[src/rtl/ym_write_scheduler_pkg.sv]
// Shared types and default timing constants for the YM3812 write scheduler.
package ym_write_scheduler_pkg;

    localparam int unsigned YM_CLK_DIV         = 4;
    localparam int unsigned YM_ADDR_WAIT_YMCLK = 12;
    localparam int unsigned YM_DATA_WAIT_YMCLK = 84;

    typedef enum logic [2:0] {
        StIdle,
        StWSetup,
        StWStrobe,
        StWHold,
        StRSetup,
        StRStrobe,
        StRHold
    } ym_state_e;

    typedef struct packed {
        logic       a0;
        logic [7:0] data;
    } ym_entry_t;

endpackage

[src/rtl/ym_write_scheduler_if.sv]
// Host-side request/status signals plus the YM3812 pin bundle.
interface ym_write_scheduler_if;

    logic       wr_valid;
    logic       wr_ready;
    logic       wr_a0;
    logic [7:0] wr_data;
    logic       rd_req;
    logic       rd_ack;
    logic [7:0] rd_data;
    logic       busy;
    logic       ym_cs_l;
    logic       ym_wr_l;
    logic       ym_rd_l;
    logic       ym_a0;
    logic [7:0] ym_d_out;
    logic       ym_d_oe;
    logic [7:0] ym_d_in;

    modport slave (
        input  wr_valid, wr_a0, wr_data, rd_req, ym_d_in,
        output wr_ready, rd_ack, rd_data, busy,
        output ym_cs_l, ym_wr_l, ym_rd_l, ym_a0, ym_d_out, ym_d_oe
    );

    modport master (
        output wr_valid, wr_a0, wr_data, rd_req, ym_d_in,
        input  wr_ready, rd_ack, rd_data, busy,
        input  ym_cs_l, ym_wr_l, ym_rd_l, ym_a0, ym_d_out, ym_d_oe
    );

endinterface

[src/rtl/ym_req_fifo.sv]
// Small synchronous FIFO of pending chip writes; push while full is dropped.
module ym_req_fifo
    import ym_write_scheduler_pkg::*;
#(
    parameter int unsigned DEPTH = 4
) (
    input  logic      ext_clock,
    input  logic      chreset_l,
    input  logic      push,
    input  ym_entry_t din,
    input  logic      pop,
    output ym_entry_t dout,
    output logic      full,
    output logic      empty
);

    localparam int unsigned PtrW = $clog2(DEPTH);
    localparam int unsigned CntW = PtrW + 1;

    ym_entry_t       mem_q [DEPTH];
    logic [PtrW-1:0] wr_ptr_q, rd_ptr_q;
    logic [CntW-1:0] count_q;
    logic            do_push, do_pop;

    assign full    = (count_q == CntW'(DEPTH));
    assign empty   = (count_q == '0);
    assign do_push = push & ~full;
    assign do_pop  = pop & ~empty;
    assign dout    = mem_q[rd_ptr_q];

    always_ff @(posedge ext_clock or negedge chreset_l) begin
        if (!chreset_l) begin
            wr_ptr_q <= '0;
            rd_ptr_q <= '0;
            count_q  <= '0;
        end else begin
            if (do_push) wr_ptr_q <= wr_ptr_q + PtrW'(1);
            if (do_pop)  rd_ptr_q <= rd_ptr_q + PtrW'(1);
            unique case ({do_push, do_pop})
                2'b10:   count_q <= count_q + CntW'(1);
                2'b01:   count_q <= count_q - CntW'(1);
                default: count_q <= count_q;
            endcase
        end
    end

    // Storage needs no reset; the pointers define validity.
    always_ff @(posedge ext_clock) begin
        if (do_push) mem_q[wr_ptr_q] <= din;
    end

endmodule

[src/rtl/ym_write_scheduler.sv]
// Replays queued OPL2 register writes with strobe timing and recovery gaps,
// slotting status reads in between.
module ym_write_scheduler
    import ym_write_scheduler_pkg::*;
#(
    parameter int unsigned DEPTH      = 4,
    parameter int unsigned STROBE_CYC = 2,
    parameter int unsigned ADDR_WAIT  = YM_ADDR_WAIT_YMCLK * YM_CLK_DIV,
    parameter int unsigned DATA_WAIT  = YM_DATA_WAIT_YMCLK * YM_CLK_DIV
) (
    input logic                 ext_clock,
    input logic                 chreset_l,
    ym_write_scheduler_if.slave bus
);

    localparam int unsigned WaitW = $clog2(DATA_WAIT + 1);
    localparam int unsigned StrbW = (STROBE_CYC > 1) ? $clog2(STROBE_CYC) : 1;
    localparam logic [StrbW-1:0] StrbLast = StrbW'(STROBE_CYC - 1);

    ym_state_e        state_q, state_d;
    logic [StrbW-1:0] strb_q, strb_d;
    logic [WaitW-1:0] wait_q, wait_d;

    logic       cs_l_q, cs_l_d;
    logic       wr_l_q, wr_l_d;
    logic       rd_l_q, rd_l_d;
    logic       a0_q, a0_d;
    logic [7:0] d_out_q, d_out_d;
    logic       oe_q, oe_d;
    logic       ack_q, ack_d;
    logic [7:0] rd_data_q, rd_data_d;

    ym_entry_t push_entry, head;
    logic      fifo_full, fifo_empty, pop, capture;

    assign push_entry = '{a0: bus.wr_a0, data: bus.wr_data};

    ym_req_fifo #(
        .DEPTH(DEPTH)
    ) u_fifo (
        .ext_clock(ext_clock),
        .chreset_l(chreset_l),
        .push     (bus.wr_valid),
        .din      (push_entry),
        .pop      (pop),
        .dout     (head),
        .full     (fifo_full),
        .empty    (fifo_empty)
    );

    always_comb begin
        state_d = state_q;
        strb_d  = strb_q;
        pop     = 1'b0;
        capture = 1'b0;
        unique case (state_q)
            StIdle: begin
                // Reads win over writes and may run during a recovery gap.
                if (bus.rd_req) begin
                    state_d = StRSetup;
                end else if (!fifo_empty && wait_q == '0) begin
                    pop     = 1'b1;
                    state_d = StWSetup;
                end
            end
            StWSetup: begin
                strb_d  = '0;
                state_d = StWStrobe;
            end
            StWStrobe: begin
                if (strb_q == StrbLast) state_d = StWHold;
                else                    strb_d  = strb_q + StrbW'(1);
            end
            StWHold: state_d = StIdle;
            StRSetup: begin
                strb_d  = '0;
                state_d = StRStrobe;
            end
            StRStrobe: begin
                if (strb_q == StrbLast) begin
                    capture = 1'b1;
                    state_d = StRHold;
                end else begin
                    strb_d = strb_q + StrbW'(1);
                end
            end
            StRHold: state_d = StIdle;
            default: state_d = StIdle;
        endcase
    end

    // a0_q still holds the entry's A0 during W_HOLD, selecting the recovery length.
    always_comb begin
        wait_d = wait_q;
        if (state_q == StWHold) begin
            wait_d = a0_q ? WaitW'(DATA_WAIT) : WaitW'(ADDR_WAIT);
        end else if (wait_q != '0) begin
            wait_d = wait_q - WaitW'(1);
        end
    end

    // Pins are registered from the next state so they change cleanly on the edge.
    always_comb begin
        cs_l_d    = (state_d == StIdle);
        wr_l_d    = (state_d != StWStrobe);
        rd_l_d    = (state_d != StRStrobe);
        oe_d      = (state_d == StWSetup) || (state_d == StWStrobe) || (state_d == StWHold);
        ack_d     = (state_d == StRHold);
        a0_d      = a0_q;
        d_out_d   = d_out_q;
        rd_data_d = capture ? bus.ym_d_in : rd_data_q;
        if (pop) begin
            a0_d    = head.a0;
            d_out_d = head.data;
        end else if (state_d == StRSetup) begin
            a0_d = 1'b0;
        end
    end

    always_ff @(posedge ext_clock or negedge chreset_l) begin
        if (!chreset_l) begin
            state_q   <= StIdle;
            strb_q    <= '0;
            wait_q    <= '0;
            cs_l_q    <= 1'b1;
            wr_l_q    <= 1'b1;
            rd_l_q    <= 1'b1;
            a0_q      <= 1'b0;
            d_out_q   <= 8'h00;
            oe_q      <= 1'b0;
            ack_q     <= 1'b0;
            rd_data_q <= 8'h00;
        end else begin
            state_q   <= state_d;
            strb_q    <= strb_d;
            wait_q    <= wait_d;
            cs_l_q    <= cs_l_d;
            wr_l_q    <= wr_l_d;
            rd_l_q    <= rd_l_d;
            a0_q      <= a0_d;
            d_out_q   <= d_out_d;
            oe_q      <= oe_d;
            ack_q     <= ack_d;
            rd_data_q <= rd_data_d;
        end
    end

    assign bus.wr_ready = ~fifo_full;
    assign bus.rd_ack   = ack_q;
    assign bus.rd_data  = rd_data_q;
    assign bus.busy     = ~fifo_empty || (state_q != StIdle) || (wait_q != '0);
    assign bus.ym_cs_l  = cs_l_q;
    assign bus.ym_wr_l  = wr_l_q;
    assign bus.ym_rd_l  = rd_l_q;
    assign bus.ym_a0    = a0_q;
    assign bus.ym_d_out = d_out_q;
    assign bus.ym_d_oe  = oe_q;

endmodule

[src/flat_wrapper.sv]
// flat-port wrapper written by rule: the top's interface ports become plain ports
module ym_write_scheduler_flat import ym_write_scheduler_pkg::*;
#(
    parameter int unsigned DEPTH      = 4,
    parameter int unsigned STROBE_CYC = 2,
    parameter int unsigned ADDR_WAIT  = YM_ADDR_WAIT_YMCLK * YM_CLK_DIV,
    parameter int unsigned DATA_WAIT  = YM_DATA_WAIT_YMCLK * YM_CLK_DIV
)
  (ext_clock, chreset_l, bus_wr_valid, bus_wr_a0, bus_wr_data, bus_rd_req, bus_ym_d_in, bus_wr_ready, bus_rd_ack, bus_rd_data, bus_busy, bus_ym_cs_l, bus_ym_wr_l, bus_ym_rd_l, bus_ym_a0, bus_ym_d_out, bus_ym_d_oe);
  ym_write_scheduler_if bus_i ();
  input logic ext_clock;
  input logic chreset_l;
  input wire logic [$bits(bus_i.wr_valid)-1:0] bus_wr_valid;
  input wire logic [$bits(bus_i.wr_a0)-1:0] bus_wr_a0;
  input wire logic [$bits(bus_i.wr_data)-1:0] bus_wr_data;
  input wire logic [$bits(bus_i.rd_req)-1:0] bus_rd_req;
  input wire logic [$bits(bus_i.ym_d_in)-1:0] bus_ym_d_in;
  output wire logic [$bits(bus_i.wr_ready)-1:0] bus_wr_ready;
  output wire logic [$bits(bus_i.rd_ack)-1:0] bus_rd_ack;
  output wire logic [$bits(bus_i.rd_data)-1:0] bus_rd_data;
  output wire logic [$bits(bus_i.busy)-1:0] bus_busy;
  output wire logic [$bits(bus_i.ym_cs_l)-1:0] bus_ym_cs_l;
  output wire logic [$bits(bus_i.ym_wr_l)-1:0] bus_ym_wr_l;
  output wire logic [$bits(bus_i.ym_rd_l)-1:0] bus_ym_rd_l;
  output wire logic [$bits(bus_i.ym_a0)-1:0] bus_ym_a0;
  output wire logic [$bits(bus_i.ym_d_out)-1:0] bus_ym_d_out;
  output wire logic [$bits(bus_i.ym_d_oe)-1:0] bus_ym_d_oe;
  assign bus_i.wr_valid = bus_wr_valid;
  assign bus_i.wr_a0 = bus_wr_a0;
  assign bus_i.wr_data = bus_wr_data;
  assign bus_i.rd_req = bus_rd_req;
  assign bus_i.ym_d_in = bus_ym_d_in;
  assign bus_wr_ready = bus_i.wr_ready;
  assign bus_rd_ack = bus_i.rd_ack;
  assign bus_rd_data = bus_i.rd_data;
  assign bus_busy = bus_i.busy;
  assign bus_ym_cs_l = bus_i.ym_cs_l;
  assign bus_ym_wr_l = bus_i.ym_wr_l;
  assign bus_ym_rd_l = bus_i.ym_rd_l;
  assign bus_ym_a0 = bus_i.ym_a0;
  assign bus_ym_d_out = bus_i.ym_d_out;
  assign bus_ym_d_oe = bus_i.ym_d_oe;
  ym_write_scheduler #(.DEPTH(DEPTH), .STROBE_CYC(STROBE_CYC), .ADDR_WAIT(ADDR_WAIT), .DATA_WAIT(DATA_WAIT)) u_core (.ext_clock(ext_clock), .chreset_l(chreset_l), .bus(bus_i));
endmodule
[config.mk]
export PLATFORM = sky130hd
export DESIGN_NAME = ym_write_scheduler_flat
export DESIGN_NICKNAME = d
export VERILOG_FILES = /design/src/rtl/ym_write_scheduler_pkg.sv /design/src/rtl/ym_write_scheduler_if.sv /design/src/rtl/ym_req_fifo.sv /design/src/rtl/ym_write_scheduler.sv /design/src/flat_wrapper.sv
export SDC_FILE = /design/constraint.sdc
export NUM_CORES = 1
export LEC_CHECK = 0
export CAP_MARGIN = 10
export CORE_ASPECT_RATIO = 2
export CORE_MARGIN = 5
export CORE_UTILIZATION = 35
export DETAILED_ROUTE_END_ITERATION = 16
export PLACE_DENSITY_LB_ADDON = 0.15
export SYNTH_ARGS = -nofsm -noshare
export SYNTH_HDL_FRONTEND = slang
export SYNTH_SLANG_ARGS = --single-unit
[constraint.sdc]
create_clock -name ext_clock -period 2.5 [get_ports ext_clock]
set_clock_uncertainty 0.05 [all_clocks]
set_input_delay 0.25 -clock ext_clock [delete_from_list [all_inputs] [get_ports ext_clock]]
set_output_delay 0.25 -clock ext_clock [all_outputs]
set_load 0.01 [all_outputs]
==> Word-level counts from Yosys, hierarchy flattened <==
Memory sizes are Yosys's and may differ from the RTL's.
Cells that the tools add are included.
{ "totals": {"mem_count": 1, "mem_bits_rw": 36, "out_inout_bits": 24, "elab_cells": 78, "ff_bits": 42, "inputBits": 21} }
{ "memory_table": {"columns": ["memory", "depth", "width", "read_ports", "rd_clocked_by_memory_dff", "write_ports", "line_no", "text"], "rows": [
  ["u_core.u_fifo.mem_q", 4, 9, 1, 0, 1, "ym_req_fifo.sv:20", "ym_entry_t mem_q [DEPTH];"]
]} }
{ "op_classes": {"n_addsub": 6, "n_bitwise": 4, "n_mux": 20, "reduce_logical": 18, "n_eq_ne": 15} }
{ "op_table": {"columns": ["cell", "n"], "rows": [
  ["$mux 9", 3],
  ["$eq 3x3->1 const B", 5],
  ["$pmux 3 s5", 1],
  ["$eq 3x2->1 const B", 4],
  ["$mux 3", 4],
  ["$mux 1", 10],
  ["$logic_not 3->1", 3],
  ["$logic_not 9->1", 1],
  ["$reduce_bool 9->1", 1],
  ["$sub 9x1->9 const B", 1],
  ["$reduce_bool 2->1", 4],
  ["$eq 3x1->1 const B", 2],
  ["$pmux 3 s2", 1],
  ["$add 2x1->2 const B", 2],
  ["$logic_or 1x1->1", 4],
  ["$reduce_or 2->1", 2],
  ["$add 3x1->3 const B", 1],
  ["$ne 3x2->1 const B", 1],
  ["$ne 3x3->1 const B", 1],
  ["$reduce_bool 3->1", 1],
  ["$sub 3x1->3 const B", 1],
  ["$and 1x1->1", 2],
  ["$eq 2x1->1 const B", 1],
  ["$eq 2x2->1 const B", 1],
  ["other kinds (5)", 6]
]} }

==> Longest topological paths before layout <==
Gate-level depths: netlist of the first run.
{ "logic_depth": {"word_depth": 9, "ltp_mapped": 11, "ltp_nobuf": 11} }

==> Cells and area by module <==
A second synthesis of the first run with hierarchy kept.
{ "unflattened": {"hier_cells": 222, "area_unflattened_um2": 3373.2} }
{ "by_module_without_submodules": {"columns": ["module", "instances", "area_per_inst_um2", "cells_each", "seq_area_each_um2"], "rows": [
  ["ym_req_fifo", 1, 1739.2, 84, 1256.2],
  ["ym_write_scheduler", 1, 1634.1, 138, 879.6]
]} }

==> Least setup slack after synthesis of the first run <==
OpenSTA, ideal clock, no wires.
{ "synth_path": {"path_type": "flip-flop to flip-flop", "start": "register u_core.wait_q[0]", "end": "register u_core.u_fifo.count_q[2]", "required_ns": 2.371, "t_arrival_ns": 2.348, "stages_incl_launch_ff": 12, "setup_slack_ns": 0.023, "n_path_buf": 0, "setup_ns": 0.079, "synth_period_minus_slack_ns": 2.477, "cell_sequence": "dfrtp_1 inv_1 ha_1 nor3b_1 nand3_1 nor3_1 ha_1 inv_1 fa_1 xor2_1 nor2_1 xor2_1"} }
{ "synth_between": {"elab_chain_len": 8, "word_cells_on_any_way": 10, "cone_classes": "2 x eq/ne; 4 x mux; 1 x bitwise; 3 x reduce/logical"} }
{ "synth_rtl": {"columns": ["element", "line_no", "text"], "rows": [
  ["start, declared", "ym_write_scheduler.sv:22", "logic [WaitW-1:0] wait_q, wait_d;"],
  ["start signal, assigned", "ym_write_scheduler.sv:136", "wait_q <= wait_d;"],
  ["$logic_not 9->1 (*)", "ym_write_scheduler.sv:61", "end else if (!fifo_empty && wait_q == '0) begin"],
  ["$logic_and 1x1->1 (*)", "ym_write_scheduler.sv:61", null],
  ["$mux 1 (*)", "ym_write_scheduler.sv:61", null],
  ["$mux 1 (*)", "ym_write_scheduler.sv:59", "if (bus.rd_req) begin"],
  ["$mux 1 (*)", "ym_write_scheduler.sv:56", "unique case (state_q)"],
  ["$and 1x1->1 (*)", "ym_req_fifo.sv:28", "assign do_pop = pop & ~empty;"],
  ["net u_core.u_fifo.do_pop", "ym_req_fifo.sv:23", "logic do_push, do_pop;"],
  ["$eq 2x1->1 / $eq 2x2->1 (equally long branches)", "ym_req_fifo.sv:39", "unique case ({do_push, do_pop})"],
  ["$pmux 3 s2 / $reduce_bool 2->1 (equally long branches)", null, null],
  ["end signal, assigned", "ym_req_fifo.sv:40", "2'b10: count_q <= count_q + CntW'(1);"],
  ["end signal, assigned", "ym_req_fifo.sv:41", "2'b01: count_q <= count_q - CntW'(1);"],
  ["end signal, assigned", "ym_req_fifo.sv:42", "default: count_q <= count_q;"],
  ["end, declared", "ym_req_fifo.sv:22", "logic [CntW-1:0] count_q;"]
]} }
The timed path passes the listed nets; every way through them passes the cells marked *.
A chain may end at the register's enable or synchronous reset.

==> Worst setup path after layout of the first run <==
{ "layout_path": {"start": "register u_core.wait_q[0]", "end": "output port bus_busy"} }
{ "layout_between": {"elab_chain_len": 2} }
{ "layout_rtl": {"columns": ["element", "line_no", "text"], "rows": [
  ["$reduce_bool 9->1", "ym_write_scheduler.sv:151", "assign bus.busy = ~fifo_empty || (state_q != StIdle) || (wait_q != '0);"],
  ["$logic_or 1x1->1", "ym_write_scheduler.sv:151", null],
  ["end, declared", "flat_wrapper.sv:21", "output wire logic [$bits(bus_i.busy)-1:0] bus_busy;"]
]} }
Every way passes these cells.

==> out/summary.txt, run 1 <==
Fmax achieved = 419.4 MHz
Setup TNS = 0 ns
Synth Net Count = 249
Row cnt = 50
Max-slew headroom = 37.11%
Seq cells post-synth = 78
Layout cells sized above 1 = 24.31%
Fill cells = 837
Die Height = 147.3 um
H-tree Lvls = 3
Routability Congestion = 0.7518
Sequential fraction of the synthesis area = 64.76%
Root buffer cell = clkbuf_16
Grt ovf = 0
Dpl hpwl = 4631 um
Max stage delay on crit path = 0.49 ns
CP max FO = 4
Final worst-path cycle share = 95.39%
Worst-path clk slew = 0.06 ns
First-pass DRT Iterations = 4
Clock tree buffer depth = 2
Post-DP Area = 3944 sq um
Peak supply drop = 0.4118 mV
Drt drc = 0
Core Area = 9321 sq um
Async S/R FF share, synth = 53.85%
ANT nets after route = 0
CTS Sinks = 78
PortBufs = 44
Critical Path AT = 2.08 ns
Initial Utilization = 35.38%
Area Growth Syn to Fin = 28.22%
Worst Setup Path Type = reg2out
Kind of end point of the critical path = output pin
RSZ-0062 raised after global routing = false
Final WS setup = 0.1154 ns
Hold Fails Final Rpt = 0
Via density = 4.916
Worst Hold Class = in2async
R2R Path Start = u_core.state_q[0]
Commonest non-fill, non-tap cells in the layout = clkdlybuf4s50_1, dfrtp_1, edfxtp_1
Initial antenna violation count = 0
Gr usage total = 12.21%
Final net count = 313
Vias in the first global route = 2105
PD cells = 1185 nW/um^2
Dpl ws = -0.1358 ns
Synth Flop Type = dfrtp_1
Slowest stage cell, crit path = or3b_2
Final instance area = 4229 sq um
Syn avg cell area = 14.99 sq um
Crit path launch type = flip-flop
Total chip power = 5.012 mW
Setup violators final = 0
CTS tree = yes
Leakage power = 1.675 nW
Worst slew pin tran = 0.9433 ns
Most common cell after layout, fill and taps aside = clkdlybuf4s50_1
Fin crit period = 2.385 ns
Final-report max-slew violation count = 0
First-pass GRT wire length = 10590 um
Worst EP required = 2.20 ns
Count of cell types in the netlist = 46
Reg2Reg Depth = 8
End of the worst register-to-register path = u_core.u_fifo.count_q[2]
DR WL/cell = 16.36 um
Synth Instances = 220
Worst-path cell chain = inv_1 > ha_1 > nor3b_4 > nand3_2 > or3b_2 > dlygate4sd2_1
TritonCTS Buffers = 9
Syn Std Cell Area = 3298 sq um
Largest net degree at the start of global routing = 43
Io pins = 45
Ant diodes = 0
Initial drt markers = 125
Post-synth EDFFs = 36
Worst-Skew Late Latency = 0.33 ns
Total of max-cap violations = 0
Die area = 11580 sq um
Vias = 1927
R2R setup slack = 0.22 ns
Chip width = 78.64 um
Routed WL = 6415 um
Outcome = complete, no violations
Synth warn = 0
## area by class of cell
| cell class | instances | area [sq um] | area share [%] |
|---|---|---|---|
| Clock buffer | 9 | 225.2 | 5.325 |
| Clock inverter | 6 | 40.04 | 0.9467 |
| Inverter | 12 | 45.04 | 1.065 |
| Multi-Input combinational cell | 124 | 1094 | 25.86 |
| Sequential cell | 78 | 2136 | 50.50 |
| Tap cell | 104 | 130.1 | 3.077 |
| Timing Repair Buffer | 59 | 559.3 | 13.22 |
## Yosys cell counts (all sizes together), types with 2 or more instances
cell	n	area, sq um
a211oi	2	15.01
a21oi	9	45.04
and2	2	12.51
and3	5	31.28
buf	4	37.53
clkbuf	2	7.510
dfrtp	39	975.9
dfstp	3	78.83
edfxtp	36	1081
ha	7	87.58
inv	12	45.04
mux2	17	206.5
mux4	9	202.7
nand2	8	32.54
nand3	4	20.02
nor2	15	56.30
nor2b	2	12.51
nor3	4	20.02
nor4	2	27.53
o21ai	7	35.03
or3	2	12.51
or3b	2	17.52
or4	3	26.27
or4b	2	23.77
xnor2	4	35.03
xor2	4	35.03
## logic make-up after synthesis
group	count (synthesis)	share of synthesized area (%)
fa+ha+maj	8	3.262
xor+xnor	8	2.124
compound gates	25	4.515
flops	78	64.76
buf+inv	18	2.731
simple gates	56	9.902
mux	27	12.71
## repair_timing
action | 4_1_cts | 5_1_grt
endpoints found under the hold margin | 0 | 0
pin swaps | 0 | 2
gates resized for setup | 4 | 1
setup endpoints to repair | 1 | 1
hold buffers | 0 | 0
setup buffers | 0 | 0
## stage by stage
stage	std cells	utilization (%)	hold WS [ns]
after global placement	377	42.31	0.4054
after floorplan	220	-	-0.09559
after global routing	392	45.37	0.1010
after detailed placement	377	42.31	0.4222
after CTS	392	45.32	0.05871
final	392	45.37	0.01163
## state kept, by name, indices dropped and copies added (netlist names)
signal                  cells
u_core.strb_q               1
u_core.bus.rd_data          8
u_core.bus.ym_d_oe          1
u_core.bus.ym_a0            1
u_core.wait_q               9
u_core.u_fifo.mem_q        36
u_core.u_fifo.count_q       3
u_core.bus.ym_wr_l          1
u_core.bus.ym_rd_l          1
u_core.u_fifo.wr_ptr_q      2
u_core.bus.ym_cs_l          1
u_core.bus.rd_ack           1
u_core.u_fifo.rd_ptr_q      2
u_core.state_q              3
u_core.bus.ym_d_out         8
## critical path, delay by kind of cell, from the launching register on
family | cells | cell delay (ns)
flops | 1 | 0.37
fa+ha+maj | 1 | 0.17
simple gates | 3 | 0.84
buf+inv | 2 | 0.37
## layer usage
metal  vias up  GRT usage, %  part of all wire, %
li1        933             -                    -
met1       943         13.13                   38
met2        37         21.42                   55
met3        14         2.699                  3.6
met4         0         7.180                  2.9
met5         -             0                    0
## where the power goes
group          total [mW]  internal, mW  switching, mW  leakage (nW)
registers            2.08          1.81          0.270         0.841
clock network        1.17         0.664          0.510         0.131
logic                1.76         0.965          0.796         0.702
total                5.01          3.44           1.58          1.67
## worst max-delay path by stage
stage	startpoint	endpoint	depth (start not counted)
after global placement	bus_rd_req	u_core.u_fifo.count_q[2]	9
final	u_core.wait_q[0]	bus_busy	6
after detailed placement	bus_rd_req	u_core.u_fifo.count_q[2]	9
after CTS	u_core.wait_q[0]	bus_busy	6
after global routing	u_core.wait_q[0]	bus_busy	6
after floorplan	u_core.wait_q[0]	u_core.u_fifo.count_q[2]	11
Note: power is estimated with default switching activity, not from simulation.
==> run 2: changes to the inputs <==
Settings changed: SYNTH_HIERARCHICAL from default to 1.
==> out/summary.txt, run 2 <==
Outcome = finished, violations left
Failing checks = negative setup slack
First-pass GRT wire length = 10740 um
Most flops, register = u_core/u_fifo/mem_q
Crit path launch type = flip-flop
Fill cells = 873
Commonest non-fill, non-tap cells in the layout = clkdlybuf4s50_1, dfrtp_1, edfxtp_1
Final-report max-slew violation count = 0
Combinational share of power = 34.4%
RSZ-0062 raised after global routing = true
Max stage delay on crit path = 0.48 ns
Setup TNS = -0.08487 ns
Die area = 11820 sq um
Top-area cell type share of the netlist area = 32.05%
Sw frac = 30.35%
Hold Fails Final Rpt = 0
Sequential fraction of the synthesis area = 63.32%
Core Area = 9384 sq um
CTS tree = yes
Worst EP required = 2.70 ns
Metal1 wirelength = 2458 um
Routability Congestion = 0.7534
Worst-path clk slew = 0.06 ns
Biggest regs = u_core/u_fifo/mem_q x36, u_core/wait_q x9
Finished Layout Cells = 405
Async S/R FF share, synth = 53.85%
Area Growth Syn to Fin = 31.45%
Final net count = 325
Row cnt = 50
Largest net degree at the start of global routing = 25
Initial drt markers = 93
Leakage power = 1.744 nW
DR WL/cell = 16.68 um
PD cells = 1103 nW/um^2
Vias in the first global route = 2179
Count of cell types in the netlist = 49
Kind of end point of the critical path = flip-flop
Vias = 2059
P_sw = 1.484 mW
Post-synthesis adder-cell area fraction = 3.190%
Synth Instances = 222
Syn Std Cell Area = 3373 sq um
Fin crit period = 2.585 ns
Synth cell count leaders = dfrtp_1, edfxtp_1, inv_1
Most common cell in the netlist = dfrtp_1
Clock power frac = 26.0%
Main area contributors after synthesis = edfxtp_1, dfrtp_1, mux4_2, mux2_4, mux2_2
Synth warn = 6
Post-synthesis compound-gate area fraction = 5.935%
Total of max-cap violations = 0
Slowest stage cell, crit path = or4b_4
CP max FO = 2
Post-synth EDFFs = 36
Multiplexer share of the synthesized area = 13.32%
First-pass DRT Iterations = 4
Worst-path cell chain = inv_2 > ha_4 > or4b_4 > nor4_4 > o31a_4 > ha_4 > inv_2 > fa_2 > xor2_1 > nor2_1 > xor2_1
Largest family of logic cells by synthesized area = multiplexers
Post-synth top area cell = edfxtp_1
Setup violators final = 1
Buf/Inv on CP = 2
Delay-heaviest family, CP = simple AND/OR/NAND/NOR gates
Largest register FFs = 36
Seq cells post-synth = 78
Io pins = 45
P_int = 3.406 mW
Chip width = 79.42 um
Dpl hpwl = 4861 um
CTS Sinks = 78
Routed WL = 6757 um
Root buffer cell = clkbuf_16
ANT nets after route = 0
Drt drc = 0
Worst-Skew Late Latency = 0.32 ns
Gr usage total = 12.13%
Synth Flop Type = dfrtp_1
Worst Setup Path Type = reg2reg
Ant diodes = 0
Layout cells sized above 1 = 30.56%
Final WS setup = -0.08487 ns
PortBufs = 44
Critical Path AT = 2.79 ns
Initial Utilization = 35.95%
Worst Hold Class = in2async
Syn avg cell area = 15.19 sq um
Placed cells = 384
H-tree Lvls = 3
Fmax achieved = 386.9 MHz
Sequential power share = 39.6%
Most common cell after layout, fill and taps aside = clkdlybuf4s50_1
Clock tree buffer depth = 2
TritonCTS Buffers = 9
Simple-gate share of the synthesized area = 9.496%
Die Height = 148.8 um
Final worst-path cycle share = 103.4%
Worst slew pin tran = 0.5371 ns
Initial antenna violation count = 0
Synth Net Count = 251
Grt ovf = 0
Max-slew headroom = 64.20%
Met3 wire len = 200 um
Peak supply drop = 0.4377 mV
Wire length on met2 = 4047 um
Via density = 5.084
Synth Area in XOR/XNOR = 1.558%
Highest metal used = met4
==> run 2: changes by cell type after synthesis, moves of 4 or more <==
cell / delta
a21oi_1: -4
and2_2: +4
and3_1: -5
mux2_2: -4
mux2_4: +5
nor2_1: -5
==> run 2: layer usage <==
| layer | GRT usage (%) | vias up |
|---|---|---|
| met5 | 0 | - |
| met4 | 5.422 | 0 |
| met3 | 2.660 | 2 |
| met2 | 23.03 | 35 |
| met1 | 12.17 | 1047 |
| li1 | - | 975 |
==> run 2: path summary, 6_finish.rpt <==
check                                           start                        to  slack (ns)  depth (start not counted)
min in group ext_clock          u_core/bus.rd_data[5]     u_core/bus.rd_data[5]        0.46                          1
worst min register to register  u_core/bus.rd_data[5]     u_core/bus.rd_data[5]        0.46                          1
max in group asynchronous                   chreset_l        u_core/bus.ym_rd_l        1.31                          3
worst max register to register       u_core/wait_q[0]  u_core/u_fifo/count_q[2]       -0.08                         11
worst max-delay path                 u_core/wait_q[0]  u_core/u_fifo/count_q[2]       -0.08                         11
worst min-delay path                        chreset_l    u_core/bus.ym_d_out[5]        0.36                          2
==> run 2: area by class of cell <==
class	instances	area (sq um)	area share (%)
sequential	78	2136	48.17
multi-input combinational	121	1167	26.33
timing repair buffer	73	654.4	14.76
clock buffer	9	225.2	5.079
tap	104	130.1	2.935
clock inverter	7	72.57	1.637
inverter	13	48.80	1.100
==> run 2: power groups by stage <==
stage	logic, mW	clock network [mW]	registers, mW
after floorplan	0.902	0	2.02
after global placement	1.65	0	1.94
after detailed placement	1.67	0	1.96
after CTS	1.71	1.31	1.94
after global routing	1.85	1.38	1.98
final	1.68	1.27	1.93
==> run 2: worst register-to-register path, cell delays in order, from the launching register on <==
cell     delay, ns
dfrtp_1       0.38
inv_2         0.08
ha_4          0.14
or4b_4        0.48
nor4_4        0.27
o31a_4        0.21
ha_4          0.13
inv_2         0.03
fa_2          0.32
xor2_1        0.14
nor2_1        0.13
xor2_1        0.15
==> run 2: kinds of logic after synthesis <==
| logic type | Yosys count |
|---|---|
| flops | 78 |
| buf+inv | 23 |
| compound gates | 30 |
| xor+xnor | 6 |
| simple gates | 49 |
| fa+ha+maj | 8 |
| mux | 28 |
==> run 2: stage by stage <==
| stage | cell area (sq um) | hold slack [ns] | setup slack (ns) | total power, mW | util, % |
|---|---|---|---|---|---|
| after CTS | 4417 | 0.3809 | -0.1149 | 4.966 | 47.07 |
| after detailed placement | 4083 | 0.1914 | -0.1482 | 3.633 | 43.51 |
| after global routing | 4434 | 0.3992 | -0.2069 | 5.208 | 47.25 |
| after global placement | 4083 | 0.1849 | -0.09797 | 3.595 | 43.51 |
| final | 4434 | 0.3632 | -0.08487 | 4.891 | 47.25 |
| after floorplan | 3396 | -0.09559 | -0.2333 | 2.924 | - |
==> run 2: repair_timing <==
item,in CTS,in global routing
hold endpoints to repair,18,0
setup endpoints to repair,3,3
setup buffers,2,2
gates resized for setup,6,1
hold buffers,1,0
==> patch 1 (config.mk and constraints of run 1) <==
`YM_DATA_WAIT_YMCLK`: 84 -> 168.
--- a/src/rtl/ym_write_scheduler_pkg.sv
+++ b/src/rtl/ym_write_scheduler_pkg.sv
@@ -3,7 +3,7 @@
 
     localparam int unsigned YM_CLK_DIV         = 4;
     localparam int unsigned YM_ADDR_WAIT_YMCLK = 12;
-    localparam int unsigned YM_DATA_WAIT_YMCLK = 84;
+    localparam int unsigned YM_DATA_WAIT_YMCLK = 168;
 
     typedef enum logic [2:0] {
         StIdle,
Function: no difference found for any inputs over 10 cycles, from zero or initial values and one cycle with chreset_l low; that may be too few to reach the edited logic, so the function may still have changed.
==> patch 1 against run 1 <==
- the flow now finishes with violations (setup timing)
- sequential cell count grew 1
- power increased by 8.8%
- utilization rose by 3.1 points
- count of clock-buffer cells in the layout is the same
- cell area up 7.6%
- fmax shrank 16%
- area after synthesis is 2.0% higher
- register-to-register slack lost 570 ps
- wire length increased by 7.2%
- clock power is 13% higher
- setup slack got worse by 470 ps
- critical path type is now register to register
- largest power group unchanged
==> patch 1: results <==
export IMPL_cts_buffers=9
export IMPL_grt_pass1_wl_mm=11.20
export IMPL_grt_max_degree=26
export IMPL_gp_congestion=0.8329
export IMPL_status="finished, violations left"
export IMPL_max_slew_worst_pin_slew_ps=774.7
export IMPL_multi_input_area_sq_mm=0.001167
export IMPL_synth_mux_area_share_pct=12.35
export IMPL_violations="setup timing"
export IMPL_cts_root_buf="clkbuf_16"
export IMPL_drive_gt1_share_pct=30.99
export IMPL_worst_path_max_fanout=2
export IMPL_vias=2044
export IMPL_grt_pass1_vias=2205
export IMPL_cpPeakStageDelay_ps=450
export IMPL_clockBufferDepth=2
export IMPL_place_hpwl_mm=5.044
export IMPL_cp_slowest_cell="or4b_4"
export IMPL_synth_cell_types=41
export IMPL_p_leak_uw=0.001845
export IMPL_gr_usage_all_layers_pct=12.81
export IMPL_synth_area_leaders="edfxtp_1 (32%), dfrtp_1 (30%), mux2_2 (6.0%)"
export IMPL_setup_slack_ps=-353.6
export IMPL_cp_arrival_ps=3060
export IMPL_placed_area_sq_mm=0.004123
export IMPL_synth_adder_area_share_pct=3.199
export IMPL_synth_common_cells="dfrtp_1 (40), edfxtp_1 (36), mux2_2 (18)"
export IMPL_fill_cells=847
export IMPL_reg_top3="u_core.u_fifo.mem_q: 36 flops, u_core.wait_q: 10 flops"
export IMPL_peakVddDrop_uv=618.0
export IMPL_synth_edf_count=36
export IMPL_setup_violations=12
export IMPL_synth_compound_area_share_pct=4.390
export IMPL_htree_levels=3
export IMPL_drt_iter0_drc=77
export IMPL_final_net_count=337
export IMPL_synth_fp_nets=255
export IMPL_ys_seq_area_share_pct=64.25
export IMPL_async_flop_share_pct=54.43
export IMPL_synth_xor_area_share_pct=2.865
patch 1: changes by cell type after synthesis, moves of 3 or more:
cell,change
mux2_2,+5
mux2_4,-4
nor2_1,-4
nor3_1,+3
o21ai_0,-4
o31ai_1,+3
patch 1: power breakdown:
group | switching [uW] | leakage, uW | internal (uW) | total, uW
registers | 259 | 0.000855 | 1830 | 2090
logic | 903 | 0.000842 | 1130 | 2040
clock network | 538 | 0.000148 | 787 | 1320
patch 1: path summary, 6_finish.rpt:
kind	from	to	slack, ps	cells after the start
worst max register to register	u_core.wait_q[1]$_DFFE_PN0P_	u_core.u_fifo.count_q[2]$_DFFE_PN0P_	-350	12
min in group ext_clock	u_core.bus.rd_data[1]$_DFFE_PN0P_	u_core.bus.rd_data[1]$_DFFE_PN0P_	460	1
worst min register to register	u_core.bus.rd_data[1]$_DFFE_PN0P_	u_core.bus.rd_data[1]$_DFFE_PN0P_	460	1
worst min-delay path	chreset_l	u_core.wait_q[6]$_DFFE_PN0P_	350	2
max in group asynchronous	chreset_l	u_core.bus.ym_cs_l$_DFF_PN1_	1300	3
worst max-delay path	u_core.wait_q[1]$_DFFE_PN0P_	u_core.u_fifo.count_q[2]$_DFFE_PN0P_	-350	12
patch 1: layer usage:
layer	wire length (microns)	global-route usage, %	up-vias
met5	0	0	-
met4	125	5.508	0
met3	240	3.030	10
met2	3905	23.48	37
met1	2604	13.68	1006
li1	-	-	991
patch 1: repair_timing:
| action | 4_1_cts | 5_1_grt |
|---|---|---|
| pin swaps | 3 | 1 |
| buffers inserted | 2 | 5 |
| gates cloned | 0 | 1 |
| gates resized for setup | 3 | 7 |
| setup endpoints to repair | 12 | 12 |
| hold endpoints to repair | 18 | 0 |
| hold buffers | 1 | 0 |
patch 1: cell type report:
type                    instances  share of cell area, %
repair buffers                 79                  16.14
well taps                     104                  2.860
flip-flops and latches         79                  47.48
clock inverters                 7                  1.760
clock buffers                   9                  4.949
multi-input cells             125                  25.65
inverters                      14                  1.155
patch 1: per-stage QoR:
step,TNS [ps],std cells,setup slack (ps)
floorplan,-957.2,226,-479.1
global placement,-1174,392,-339.1
detailed placement,-1382,392,-396.8
CTS,-567.8,411,-363.5
global route,-3219,417,-465.3
finish,-2195,417,-353.6
patch 1: cells by family (layout without fill, tap and decap cells):
family / after synthesis / count (layout)
flip-flops: 79 / 79
buffers and inverters: 22 / 109
XOR/XNOR: 11 / 11
AO/OA/AOI/OAI: 24 / 24
adder cells (fa/ha/maj): 8 / 8
AND/OR/NAND/NOR: 54 / 54
multiplexers: 28 / 28
==> patch 2 (config.mk and constraints of run 1) <==
Without the edit above. Take the reset off `rd_data_q` and load it in a clocked block of its own.
--- a/src/rtl/ym_write_scheduler.sv
+++ b/src/rtl/ym_write_scheduler.sv
@@ -129,7 +129,6 @@
             d_out_q   <= 8'h00;
             oe_q      <= 1'b0;
             ack_q     <= 1'b0;
-            rd_data_q <= 8'h00;
         end else begin
             state_q   <= state_d;
             strb_q    <= strb_d;
@@ -141,8 +140,11 @@
             d_out_q   <= d_out_d;
             oe_q      <= oe_d;
             ack_q     <= ack_d;
-            rd_data_q <= rd_data_d;
         end
+    end
+
+    always_ff @(posedge ext_clock) begin
+        rd_data_q <= rd_data_d;
     end
 
     assign bus.wr_ready = ~fifo_full;
Behaviour: differs if chreset_l is asserted again (counterexample within 10 cycles, from zero or initial values and one cycle with chreset_l low); with chreset_l held inactive, the same outputs for 10 cycles.
==> patch 2 against run 1 <==
- the flow now finishes with violations (hold timing)
- sequential cell count did not move
- highest routed layer unchanged
- area after synthesis decreased by 2.0%
- global-route usage fell by 0.094 points
- sequential share of layout area up 0.84 points
- power is 2.3% lower
- setup slack gained 15 ps
- wire length down 0.69%
- cell area rose by 0.21%
- sequential power fell by 2%
==> patch 2: results <==
export IMPL_routed_wirelength_mm=6.371
export IMPL_violations="hold timing"
export IMPL_gp_congestion=0.8099
export IMPL_p_leak_uw=0.001658
export IMPL_peakVddDrop_uv=527.3
export IMPL_final_net_count=308
export IMPL_synth_fp_nets=241
export IMPL_synth_edf_count=44
export IMPL_drive_gt1_share_pct=22.54
export IMPL_cts_buffers=9
export IMPL_synth_common_cells="edfxtp_1 (44), dfrtp_1 (31), nor2_1 (15)"
export IMPL_grt_pass1_vias=2128
export IMPL_max_slew_worst_pin_slew_ps=944.1
export IMPL_viasPerCell=5.083
export IMPL_gr_usage_all_layers_pct=12.12
export IMPL_cts_root_buf="clkbuf_16"
export IMPL_fill_cells=808
export IMPL_whs_ps=-2.371
export IMPL_ys_seq_area_share_pct=67.35
export IMPL_synth_cell_types=48
export IMPL_status="finished, violations left"
export IMPL_async_flop_share_pct=43.59
export IMPL_synth_warnings=0
export IMPL_synth_mux_area_share_pct=9.721
export IMPL_drt_iter0_drc=69
export IMPL_grt_pass1_wl_mm=10.57
export IMPL_antenna_found_initial=0
export IMPL_reg_top3="u_core.u_fifo.mem_q: 36 flops, u_core.wait_q: 9 flops"
export IMPL_antenna_left=0
export IMPL_grt_max_degree=35
export IMPL_synth_ff_type="edfxtp_1"
export IMPL_synth_adder_area_share_pct=3.331
export IMPL_port_buffers=44
export IMPL_n_antenna_cell=0
export IMPL_place_hpwl_mm=4.437
export IMPL_synth_area_leaders="edfxtp_1 (41%), dfrtp_1 (24%), mux4_2 (6.3%)"
export IMPL_insertion_delay_ps=330
export IMPL_hold_class="input port to asynchronous set/reset pin"
export IMPL_htree_levels=3
export IMPL_synth_xor_area_share_pct=2.401
export IMPL_hold_violations=3
export IMPL_synth_compound_area_share_pct=4.609
## patch 2: layout make-up
class | instances | area [sq um] | area share (%)
Tap cell | 102 | 127.6 | 3.012
Timing Repair Buffer | 62 | 583.1 | 13.76
Sequential cell | 78 | 2176 | 51.34
Clock inverter | 7 | 78.83 | 1.860
Multi-Input combinational cell | 117 | 1006 | 23.74
Clock buffer | 9 | 225.2 | 5.314
Inverter | 11 | 41.29 | 0.9743
## patch 2: kinds of logic (layout without fill, tap and decap cells)
group,Yosys count,count (layout)
AOI/OAI and AO/OA,25,25
xor gates and xnor gates,8,8
adders and majority gates,8,8
buffers and inverters,17,89
DFF,78,78
muxes,19,19
and+or+nand+nor,57,57
## patch 2: power breakdown
group	switching (uW)	internal, uW
clock network	540	785
logic	729	812
registers	254	1780
## patch 2: final timing paths
check	from	endpoint	slack (ps)	depth (start not counted)
max	u_core.wait_q[0]$_DFFE_PN0P_	bus_busy	130	6
min	chreset_l	u_core.wait_q[1]$_DFFE_PN0P_	-2	1
max reg2reg	u_core.wait_q[0]$_DFFE_PN0P_	u_core.u_fifo.count_q[2]$_DFFE_PN0P_	170	11
min reg2reg	u_core.bus.ym_d_out[6]$_DFFE_PN0P_	u_core.bus.ym_d_out[6]$_DFFE_PN0P_	450	1
max in group asynchronous	chreset_l	u_core.bus.ym_d_out[2]$_DFFE_PN0P_	1810	1
min in group ext_clock	bus_ym_d_in[4]	u_core.bus.rd_data[4]$_DFFE_PP_	420	1
## patch 2: critical path: stages, from the launching register on
cell	delay [ps]
dfrtp_1	380
inv_1	80
ha_1	170
nor3b_4	210
nand3_2	140
or3b_2	510
clkdlybuf4s15_1	250
## patch 2: what timing repair did
item | 4_1_cts | 5_1_grt
endpoints found under the hold margin | 0 | 0
resized for setup | 3 | 4
setup endpoints to repair | 2 | 2
setup buffers | 0 | 2
hold buffers | 0 | 0
## patch 2: per-layer routing
metal | share of wire (%) | global-route usage, %
met1 | 38 | 12.35
met2 | 57 | 22.19
met3 | 3.8 | 2.664
met4 | 2.0 | 6.430
met5 | 0 | 0
## patch 2: through the flow
stage | utilization [%] | hold slack (ps) | cells | setup slack, ps | instance area (sq um)
after floorplan | - | -95.59 | 212 | 22.82 | 3231
after global placement | 43.22 | 390.2 | 368 | -70.05 | 3895
after detailed placement | 43.22 | 388.3 | 368 | -124.0 | 3895
after CTS | 46.69 | 22.74 | 384 | 39.94 | 4208
after global routing | 47.02 | 63.56 | 386 | -1.325 | 4238
final | 47.02 | -2.371 | 386 | 130.8 | 4238
